==> src/rtl/divisor_frequencia_param.sv <==
// Parametrised frequency divider for the toy's sequence timing.
// A prescaler counts up to a run-time reloadable limit and emits a one-cycle tick.
// Each tick toggles a square-wave output and advances an up/down step counter.
// The step counter either wraps or saturates at its terminal value.
// Everything runs on clock_entrada, and every output is registered.

module divisor_frequencia_param #(
    parameter int unsigned DIV_WIDTH   = 26,
    parameter int unsigned DIV_DEFAULT = 33554431,
    parameter int unsigned CONT_WIDTH  = 3
) (
    input  logic                  clock_entrada,
    input  logic                  botao,
    input  logic                  habilitar,
    input  logic [DIV_WIDTH-1:0]  divisor,
    input  logic                  carregar_divisor,
    input  logic                  direcao,
    input  logic                  modo_saturar,
    output logic                  pulso,
    output logic                  clock_saida,
    output logic [CONT_WIDTH-1:0] contador,
    output logic                  fim
);

    localparam logic [DIV_WIDTH-1:0]  LimReset = DIV_WIDTH'(DIV_DEFAULT);
    localparam logic [CONT_WIDTH-1:0] ContMax  = '1;

    logic [DIV_WIDTH-1:0]  pre_q, pre_d;
    logic [DIV_WIDTH-1:0]  lim_ativo_q, lim_ativo_d;
    logic [DIV_WIDTH-1:0]  lim_sombra_q, lim_sombra_d;
    logic                  pulso_q, pulso_d;
    logic                  clock_saida_q, clock_saida_d;
    logic [CONT_WIDTH-1:0] contador_q, contador_d;
    logic                  fim_q, fim_d;
    logic                  tick;

    // The prescaler has reached the active limit while enabled.
    assign tick = habilitar && (pre_q == lim_ativo_q);

    // Prescaler and limit bookkeeping.
    always_comb begin
        pre_d        = pre_q;
        lim_ativo_d  = lim_ativo_q;
        lim_sombra_d = lim_sombra_q;

        // The shadow limit loads even while the prescaler is frozen.
        if (carregar_divisor) begin
            lim_sombra_d = divisor;
        end

        if (tick) begin
            pre_d = '0;
            // A strobe on the tick edge bypasses the shadow so the newest value wins.
            lim_ativo_d = carregar_divisor ? divisor : lim_sombra_q;
        end else if (habilitar) begin
            pre_d = pre_q + 1'b1;
        end
    end

    // Tick-driven outputs: pulse, square wave, step counter and terminal-count pulse.
    always_comb begin
        pulso_d       = tick;
        clock_saida_d = clock_saida_q ^ tick;
        contador_d    = contador_q;
        fim_d         = 1'b0;

        if (tick) begin
            if (direcao) begin
                if (contador_q != ContMax) begin
                    contador_d = contador_q + 1'b1;
                    // Entering saturation reports the terminal count once.
                    fim_d      = modo_saturar && (contador_d == ContMax);
                end else if (!modo_saturar) begin
                    contador_d = '0;
                    fim_d      = 1'b1;
                end
            end else begin
                if (contador_q != '0) begin
                    contador_d = contador_q - 1'b1;
                    fim_d      = modo_saturar && (contador_d == '0);
                end else if (!modo_saturar) begin
                    contador_d = ContMax;
                    fim_d      = 1'b1;
                end
            end
        end
    end

    // State registers with synchronous reset; reset also drops any pending shadow limit.
    always_ff @(posedge clock_entrada) begin
        if (botao) begin
            pre_q         <= '0;
            lim_ativo_q   <= LimReset;
            lim_sombra_q  <= LimReset;
            pulso_q       <= 1'b0;
            clock_saida_q <= 1'b0;
            contador_q    <= '0;
            fim_q         <= 1'b0;
        end else begin
            pre_q         <= pre_d;
            lim_ativo_q   <= lim_ativo_d;
            lim_sombra_q  <= lim_sombra_d;
            pulso_q       <= pulso_d;
            clock_saida_q <= clock_saida_d;
            contador_q    <= contador_d;
            fim_q         <= fim_d;
        end
    end

    assign pulso       = pulso_q;
    assign clock_saida = clock_saida_q;
    assign contador    = contador_q;
    assign fim         = fim_q;

endmodule

==> config.mk <==
export PLATFORM = sky130hd
export DESIGN_NAME = divisor_frequencia_param
export DESIGN_NICKNAME = d
export VERILOG_FILES = /design/src/rtl/divisor_frequencia_param.sv
export SDC_FILE = /design/constraint.sdc
export NUM_CORES = 1
export LEC_CHECK = 0
export CAP_MARGIN = 20
export CORE_MARGIN = 3
export CORE_UTILIZATION = 50
export DETAILED_ROUTE_END_ITERATION = 6
export PLACE_DENSITY_LB_ADDON = 0.2
export SLEW_MARGIN = 25
export SYNTH_ARGS = -nofsm -noshare
export SYNTH_HDL_FRONTEND = slang
export SYNTH_SLANG_ARGS = --single-unit
==> constraint.sdc <==
create_clock -name clock_entrada -period 4.5 [get_ports clock_entrada]
set_clock_uncertainty 0.2 [all_clocks]
set_input_delay 1.35 -clock clock_entrada [delete_from_list [all_inputs] [get_ports clock_entrada]]
set_output_delay 1.35 -clock clock_entrada [all_outputs]
set_load 0.02 [all_outputs]
After elaboration in Yosys (flattened, before gate mapping)
Cells that the tools add are included.
{ "totals": {"regBits": 84, "in_bits": 32, "word_cells": 35} }
{ "classes": {"add_sub_neg": 3, "reduce_logical": 8, "n_eq_ne": 5, "bitwise": 2, "muxes": 10} }
{ "op_table": {"columns": ["cell", "n"], "rows": [
  ["adder 26 x 1 -> 26 bit (second input constant)", 1],
  ["equality test 26 bit", 1],
  ["two-way mux 26 bit", 1],
  ["two-way mux 3 bit", 5],
  ["inequality test 3 x 2 -> 1 bit (second input constant)", 2],
  ["two-way mux 1 bit", 4],
  ["OR reduction 2 bit", 2],
  ["adder 3 x 1 -> 3 bit (second input constant)", 1],
  ["equality test 3 bit (second input constant)", 1],
  ["logical AND 1 bit", 3],
  ["zero test 3 bit", 1],
  ["inequality test 3 bit (second input constant)", 1],
  ["AND reduction 3 bit", 1],
  ["nonzero test 3 bit", 1],
  ["subtractor 3 x 1 -> 3 bit (second input constant)", 1],
  ["NOT 1 bit", 1],
  ["bitwise XOR 1 bit", 1]
]} }

Depth between registers and ports, before layout
Gate-level depths: netlist of the first run.
{ "depth": {"ltp_word": 5, "mapped_depth": 7} }

Worst setup path after synthesis of the first run
OpenSTA, ideal clock, no wires.
{ "synth_path": {"kind": "input -> register", "from": "input habilitar", "to": "register pre_q[10]", "t_arrival_ns": 2.772, "required_ns": 4.171, "setup_ns": 0.129, "n_path_buf": 2, "path_stages": 6, "path_slack_ns": 1.399, "cell_sequence": "clkbuf_8 -> nand4_1 -> or4_4 -> nor4_4 -> buf_6 -> nor3_1"} }
{ "synth_between": {"elab_chain_cells": 2} }
{ "synth_lines": {"columns": ["element", "line", "rtl"], "rows": [
  ["start, declared", "14", "input logic habilitar,"],
  ["logical AND 1 bit", "38", "assign tick = habilitar && (pre_q == lim_ativo_q);"],
  ["OR reduction 2 bit (no source line)", null, null],
  ["end signal, assigned", "100", "pre_q <= pre_d;"],
  ["end, declared", "28", "logic [DIV_WIDTH-1:0] pre_q, pre_d;"]
]} }
Parallel ways exist; a longest one is shown, timed or not.
A chain may end at the register's enable or synchronous reset.

Final worst setup path of the first run
{ "layout_path": {"from": "input habilitar", "to": "register lim_ativo_q[25]"} }
{ "layout_between": {"elab_chain_cells": 1} }
{ "layout_lines": {"columns": ["element", "line", "rtl"], "rows": [
  ["logical AND 1 bit", "38", null],
  ["end signal, assigned", "93", "lim_ativo_q <= LimReset;"],
  ["end signal, assigned", "101", "lim_ativo_q <= lim_ativo_d;"],
  ["end, declared", "29", "logic [DIV_WIDTH-1:0] lim_ativo_q, lim_ativo_d;"]
]} }
No other way between the ends.

==> implementation parameters, run 1 <==
Parameter                              Value

Cells and area
  Share of final-layout standard cells stronger than drive strength 1    6.52%
  Filler Cells Inserted    652
  Synth-to-layout area growth    14.2%
  ANT cells    0
  Area of all sequential standard cells    ~0.0017 mm²
  Area of the multi-input gates    0.00201 mm²
  Share of the core filled with cells in the final layout    roughly 60%
  Layout Nets    approximately 500

Detailed routing
  Routed WL    8.17 mm
  First drt pass iteration count    4
  Total via count in the routed design    between 3k and 4k
  Remaining antenna violation count after routing    0
  Post-detailed-route DRC marker count    0
  Starting DRT DRC Count    163
  Vias per cell    5.47
  Detail-routed net length per standard cell    14.6 µm

Run status
  Outcome    completed

Floorplan
  Core area    0.00741 mm²
  DIE HEIGHT    approximately 94 µm
  Initial cell density of the core    52.6%
  Die width    about 94 µm
  Row Count    31
  I/O pin total    38
  Die Outline Area    0.00890 mm²

GRT
  Residual overflow from global routing    0
  Met1 GRT Util    24.0%
  Maximum number of pins on one net before global-route repair    52
  Number of antenna violations at the first check in global routing    0
  Global Route Usage Sum    19.3%
  Number of global-route vias before repair    2848
  Global Route met3 Usage    4.17%
  Met2 usage    33.1%
  Global-route layer with the greatest usage    met2
  Global-route wire length before repair    13.4 mm

Synth
  Ranking of synthesized cells by instance count    84 x sky130_fd_sc_hd__dfxtp_1, 59 x sky130_fd_sc_hd__nor3_1, 40 x sky130_fd_sc_hd__xnor2_1
  Top cells by area, synth    sky130_fd_sc_hd__dfxtp_1 43%, sky130_fd_sc_hd__xnor2_1 9.0%, sky130_fd_sc_hd__nor3_1 7.6%
  Number of instances in the synthesized netlist    431
  Net count after synthesis    470
  Post-Synthesis Mean Instance Area    9.05 µm²
  Post-synthesis cell type count    42
  Leading cell type by number of instances after synthesis    sky130_fd_sc_hd__dfxtp_1
  Cell type contributing the most total cell area after synthesis    sky130_fd_sc_hd__dfxtp_1
  Dominant register cell in the synthesized netlist    sky130_fd_sc_hd__dfxtp_1
  Number of warnings issued by yosys    0
  Post-synth EDFFs    0
  Post-synthesis register bit count    84
  Post-synthesis instance area    between 0.003 and 0.004 mm²
  Register area share after synthesis    43.1%
  Share of Yosys cell area claimed by the top area cell type    43.1%
  Post-synthesis async set-or-reset flop share    0%

Timing
  Count of final setup violators    0
  Final period util    around three quarters
  Post-route minimum period    3400 ps
  Worst Setup Slack, final    1100 ps
  Slew of the pin with the lowest slew margin    907 ps
  Max-slew headroom    39.5%
  Max Clock Freq    just under 0.3 GHz
  Unrepaired setup endpoints after global routing    false
  Fin. Hold Viols    0
  Post-route setup TNS    0 ps
  Max-slew violation total from the final report    0

CTS
  Insertion delay to the later sink of the worst-skew pair    roughly 360 ps
  Largest buffer count on any clock path    2
  Clock buffers created by TritonCTS    9
  Root buffer cell    sky130_fd_sc_hd__clkbuf_8
  CTS tree    yes
  Clock transition at the registers of the reported paths    80 ps
  H-tree levels    3
  Hold-fix buffers, CTS    0
  Total number of clock tree sinks    84
  Post-CTS Setup Repair Bufs    0
  Resize count post-CTS    0

Power
  Relative contribution of combinational cells to total power    6.5%
  IR Drop Worst-Case VDD    approximately 0.22 mV
  Leakage power of the design    1.49 nW
  Fraction of power consumed by the clock network    38.0%
  Internal power component    1.06 mW
  Switching share of total power    23.1%
  Total power per unit cell area    311 mW/mm²
  Reported net switching power    0.319 mW
  Sequential power share    55.5%

Worst setup path
  Arrival time at the worst endpoint    approximately 3400 ps
  Worst setup path category    primary input to flop
  CP Data Required Time    4530 ps
  Endpoint kind of the worst setup timing path    flop
  Worst Path Max Fanout    27
  Critical path launch point type    primary input

Placed design
  Count of buffers from port buffering    37
  Final weighted congestion in routability-driven placement    0.930
  Final HPWL from detailed placement    5.69 mm
  Post-Place Worst Slack    between 700 and 800 ps

Run
  Number of max-cap violations    0

Min path
  Classification of the worst-slack hold path    flop to flop
-- stage by stage --
| stage | std cells | cell area, µm² | hold WS [ps] | total power [mW] |
|---|---|---|---|---|
| floorplan | 431 | 3900 | 260 | 0.840 |
| global placement | 544 | 4260 | 267 | 0.873 |
| detailed placement | 544 | 4260 | 279 | 0.875 |
| CTS | 559 | 4450 | 290 | 1.39 |
| global route | 559 | 4450 | 302 | 1.43 |
| finish | 559 | 4450 | 287 | 1.38 |
-- cell families after synthesis --
| kind of cell | share of synthesized area, % |
|---|---|
| AND/OR/NAND/NOR | 26.1 |
| flip-flops | 43.1 |
| multiplexers | 0.513 |
| buffers and inverters | 5.23 |
| XOR/XNOR | 11.9 |
| AO/OA/AOI/OAI | 10.9 |
| adder cells (fa/ha/maj) | 2.25 |
-- worst max-delay path, stage by stage --
cell and delay (ps):
sky130_fd_sc_hd__clkdlybuf4s50_1 640, sky130_fd_sc_hd__nand4_1 140, sky130_fd_sc_hd__or4_4 550, sky130_fd_sc_hd__nor4_4 260, sky130_fd_sc_hd__buf_4 330, sky130_fd_sc_hd__o21ai_0 150
-- registers in the layout (all words and copies together) (netlist names) --
signal,flops
lim_ativo_q,26
lim_sombra_q,26
pre_q,26
contador,3
clock_saida,1
fim,1
pulso,1
-- power by group through the flow --
stage	logic (mW)	clock network, mW	registers, mW
6_report	0.0905	0.525	0.767
5_1_grt	0.0992	0.567	0.769
4_1_cts	0.0912	0.536	0.767
3_5_place_dp	0.0908	0	0.785
3_3_place_gp	0.0892	0	0.784
2_1_floorplan	0.0574	0	0.782
-- cell usage in the layout (no fill, tap or decap), drive strengths merged --
cell type / Yosys / routed
clkdlybuf4s50: 0 / 36
a211o: 25 / 25
nor2: 34 / 34
ha: 7 / 7
bufinv: 0 / 1
nor4: 5 / 5
xnor2: 40 / 40
a41o: 1 / 1
clkinvlp: 0 / 1
clkinv: 0 / 3
nor2b: 25 / 25
and3: 3 / 3
and4: 4 / 4
xor2: 13 / 13
dfxtp: 84 / 84
inv: 9 / 10
nand4: 18 / 18
a21o: 1 / 1
buf: 10 / 7
nand3: 7 / 7
or4: 2 / 2
and2: 3 / 3
nand2b: 1 / 1
nor4b: 1 / 1
o31ai: 1 / 1
or3: 2 / 2
or3b: 1 / 1
a21oi: 28 / 28
mux2i: 2 / 2
clkbuf: 18 / 9
nor3: 62 / 62
and4b: 2 / 2
o21ai: 3 / 3
a31oi: 2 / 2
nand2: 14 / 14
o22ai: 1 / 1
a2111oi: 1 / 1
-- layer usage --
layer / wire length [µm] / vias to the layer above
met5: 0 / -
met1: 3730 / 1434
li1: - / 1567
met4: 125 / 0
met3: 284 / 11
met2: 4020 / 43
-- layout make-up --
class                           count  share of cell area [%]
Multi-Input combinational cell    309                    45.2
Sequential cell                    84                    37.8
Timing Repair Buffer               43                    9.22
Clock buffer                        9                    2.78
Tap cell                           99                    2.78
Clock inverter                      6                    1.46
Inverter                            9                   0.759
-- path summary, 6_finish.rpt --
path | start | end | slack [ps] | cells after the start
max reg2reg | pre_q[22]$_SDFFE_PP0P_ | lim_ativo_q[25]$_SDFFE_PP0P_ | 2070 | 6
min reg2reg | clock_saida$_SDFF_PP0_ | clock_saida$_SDFF_PP0_ | 290 | 2
max | habilitar | lim_ativo_q[25]$_SDFFE_PP0P_ | 1100 | 6
min | clock_saida$_SDFF_PP0_ | clock_saida$_SDFF_PP0_ | 290 | 2
Note: power is estimated with default switching activity, not from simulation.
==> run 2: changes to the inputs <==
clock period = 3.1 ns   (was 4.5 ns; I/O delays follow)
==> run 2 against run 1 <==
Critical path depth stayed put; total power is 43% higher; sequential share of layout area is 0.65 points lower; worst setup slack worse by 700 ps; count of clock-buffer cells in the layout is 3 higher; global-route usage is 0.62 points higher; core utilization is 1.0 points higher; first-iteration DRC count is 1.8% higher; clock power is 39% higher; design area is 1.7% higher; critical endpoint is now pre_q[21]$_SDFFE_PP0P_; largest cell class unchanged.
==> implementation parameters, run 2 (synthesis results as in run 1) <==
Parameter                              Value

Timing
  Max-slew headroom    51.8%
  Fin. Hold Viols    0
  Final period util    86.9%
  Worst Setup Slack, final    406 ps
  Post-route setup TNS    0 ps
  Slew of the pin with the lowest slew margin    just over 700 ps
  Max Clock Freq    0.371 GHz
  Max-slew violation total from the final report    0
  Unrepaired setup endpoints after global routing    false
  Count of final setup violators    0
  Post-route minimum period    2690 ps
  Smallest hold slack    302 ps

CTS
  Post-CTS Setup Repair Bufs    0
  Insertion delay to the later sink of the worst-skew pair    roughly 360 ps
  Total number of clock tree sinks    84
  Root buffer cell    sky130_fd_sc_hd__clkbuf_8
  Clock buffers created by TritonCTS    9
  Clock transition at the registers of the reported paths    80 ps
  H-tree levels    3
  Resize count post-CTS    0
  Hold-fix buffers, CTS    0
  Largest buffer count on any clock path    2
  CTS tree    yes

Detailed routing
  Starting DRT DRC Count    166
  Total via count in the routed design    3095
  Post-detailed-route DRC marker count    0
  Remaining antenna violation count after routing    0
  Routed WL    approximately 8.3 mm
  Detail-routed net length per standard cell    14.7 µm
  Vias per cell    5.49
  First drt pass iteration count    4

GRT
  Number of global-route vias before repair    2970
  Global Route Usage Sum    20.0%
  Number of antenna violations at the first check in global routing    0
  Global-route wire length before repair    between 10 and 15 mm
  Residual overflow from global routing    0
  Maximum number of pins on one net before global-route repair    52

Power
  Leakage power of the design    1.53 nW
  PnR Total Power    1.98 mW
  IR Drop Worst-Case VDD    0.267 mV
  Total power per unit cell area    437 mW/mm²

Cells and area
  Layout Nets    roughly 500
  Commonest non-fill, non-tap cells in the layout    84 x sky130_fd_sc_hd__dfxtp_1, 59 x sky130_fd_sc_hd__nor3_1, 40 x sky130_fd_sc_hd__xnor2_1
  Filler Cells Inserted    677
  Share of final-layout standard cells stronger than drive strength 1    7.31%
  Share of the core filled with cells in the final layout    61.2%
  Most common cell after layout, fill and taps aside    sky130_fd_sc_hd__dfxtp_1
  ANT cells    0
  Synth-to-layout area growth    16.2%
  Leading registers by flop count    lim_ativo_q: 26 flops, lim_sombra_q: 26 flops, pre_q: 26 flops

Placed design
  Count of buffers from port buffering    37
  Post-Place Worst Slack    30.4 ps
  Final weighted congestion in routability-driven placement    0.927
  Final HPWL from detailed placement    5.80 mm

Worst setup path
  Register-to-Register Path Depth    6
  Slowest library cell on the worst path    sky130_fd_sc_hd__or4_4
  Worst reg2reg setup slack    810 ps
  Kind of cell with the highest combined delay on the critical path    simple AND/OR/NAND/NOR gates
  Start of the worst register-to-register path    pre_q[14]$_SDFFE_PP0P_
  Endpoint kind of the worst setup timing path    flop
  CP Data Required Time    3140 ps
  Critical-path cell list    clkdlybuf4s50_1 -> nand4_1 -> or4_4 -> nor4_4 -> buf_12 -> nor3_1
  Critical path launch point type    primary input
  CP max stage delay    ~540 ps
  Terminus of the critical flop-to-flop path    pre_q[21]$_SDFFE_PP0P_
  Worst setup path category    primary input to flop
  Number of buffer and inverter instances along the worst setup path    2
  Worst Path Max Fanout    26
  Arrival time at the worst endpoint    approximately 2700 ps

Floorplan
  DIE HEIGHT    ~94 µm
  Die width    94.3 µm
  Core area    0.00741 mm²
  Initial cell density of the core    a little over half
  Die Outline Area    0.00890 mm²
  I/O pin total    38
  Row Count    31

Min path
  Worst Hold Path EP    clock_saida$_SDFF_PP0_
  Startpoint of the lowest-slack hold path    clock_saida$_SDFF_PP0_
  Min-Delay Path Depth    2
  Classification of the worst-slack hold path    flop to flop

Run
  Number of max-cap violations    0

Run status
  Outcome    completed
run 2: cell types whose count changed in the layout (fill, tap and decap cells not counted), sizes merged:
cell	previous run	this run
bufinv	1	0
clkbuf	9	12
buf	7	11
clkinvlp	1	0
run 2: power breakdown:
group	total, mW	switching (mW)	internal (mW)
Clock	0.731	0.391	0.339
Combinational	0.137	0.0610	0.0764
Sequential	1.11	0.00947	1.10
Total	1.98	0.462	1.52
run 2: worst max-delay path by stage:
stage,from,endpoint,slack (ps),depth (start not counted)
after floorplan,habilitar,pre_q[10]$_SDFFE_PP0P_,420,6
after global placement,habilitar,pre_q[24]$_SDFFE_PP0P_,80,6
after global routing,habilitar,pre_q[21]$_SDFFE_PP0P_,240,8
after detailed placement,habilitar,pre_q[21]$_SDFFE_PP0P_,30,6
final,habilitar,pre_q[21]$_SDFFE_PP0P_,410,6
after CTS,habilitar,pre_q[21]$_SDFFE_PP0P_,410,6
run 2: layer usage:
| layer | global-route usage (%) | routed length, µm | vias up |
|---|---|---|---|
| li1 | - | - | 1571 |
| met1 | 25.0 | 3690 | 1455 |
| met2 | 33.3 | 4110 | 55 |
| met3 | 4.17 | 341 | 14 |
| met4 | 8.42 | 179 | 0 |
| met5 | 0 | 0 | - |
run 2: through the flow:
| stage | instance area, µm² | std cells |
|---|---|---|
| after floorplan | 3900 | 431 |
| after global placement | 4340 | 548 |
| after detailed placement | 4340 | 548 |
| after CTS | 4530 | 564 |
| after global routing | 4530 | 564 |
| final | 4530 | 564 |
run 2: worst register-to-register path, cell delays in order (launching register included):
cell	delay, ps
sky130_fd_sc_hd__dfxtp_1	350
sky130_fd_sc_hd__xnor2_1	290
sky130_fd_sc_hd__nand4_1	130
sky130_fd_sc_hd__or4_4	560
sky130_fd_sc_hd__nor4_4	340
sky130_fd_sc_hd__buf_12	220
sky130_fd_sc_hd__nor3_1	90
run 2: area by class of cell:
class / count / area (µm²) / area share [%]
Timing Repair Buffer: 47 / 490 / 10.8
Multi-Input combinational cell: 309 / 2010 / 44.5
Inverter: 9 / 33.8 / 0.746
Sequential cell: 84 / 1680 / 37.1
Clock buffer: 12 / 155 / 3.42
Clock inverter: 4 / 31.3 / 0.690
Tap cell: 99 / 124 / 2.73
==> run 3: changes to the inputs <==
SLEW_MARGIN = not set   (was 25)
==> results of run 3 <==
No change in the layout: final DEF, timing and power equal those of run 2.
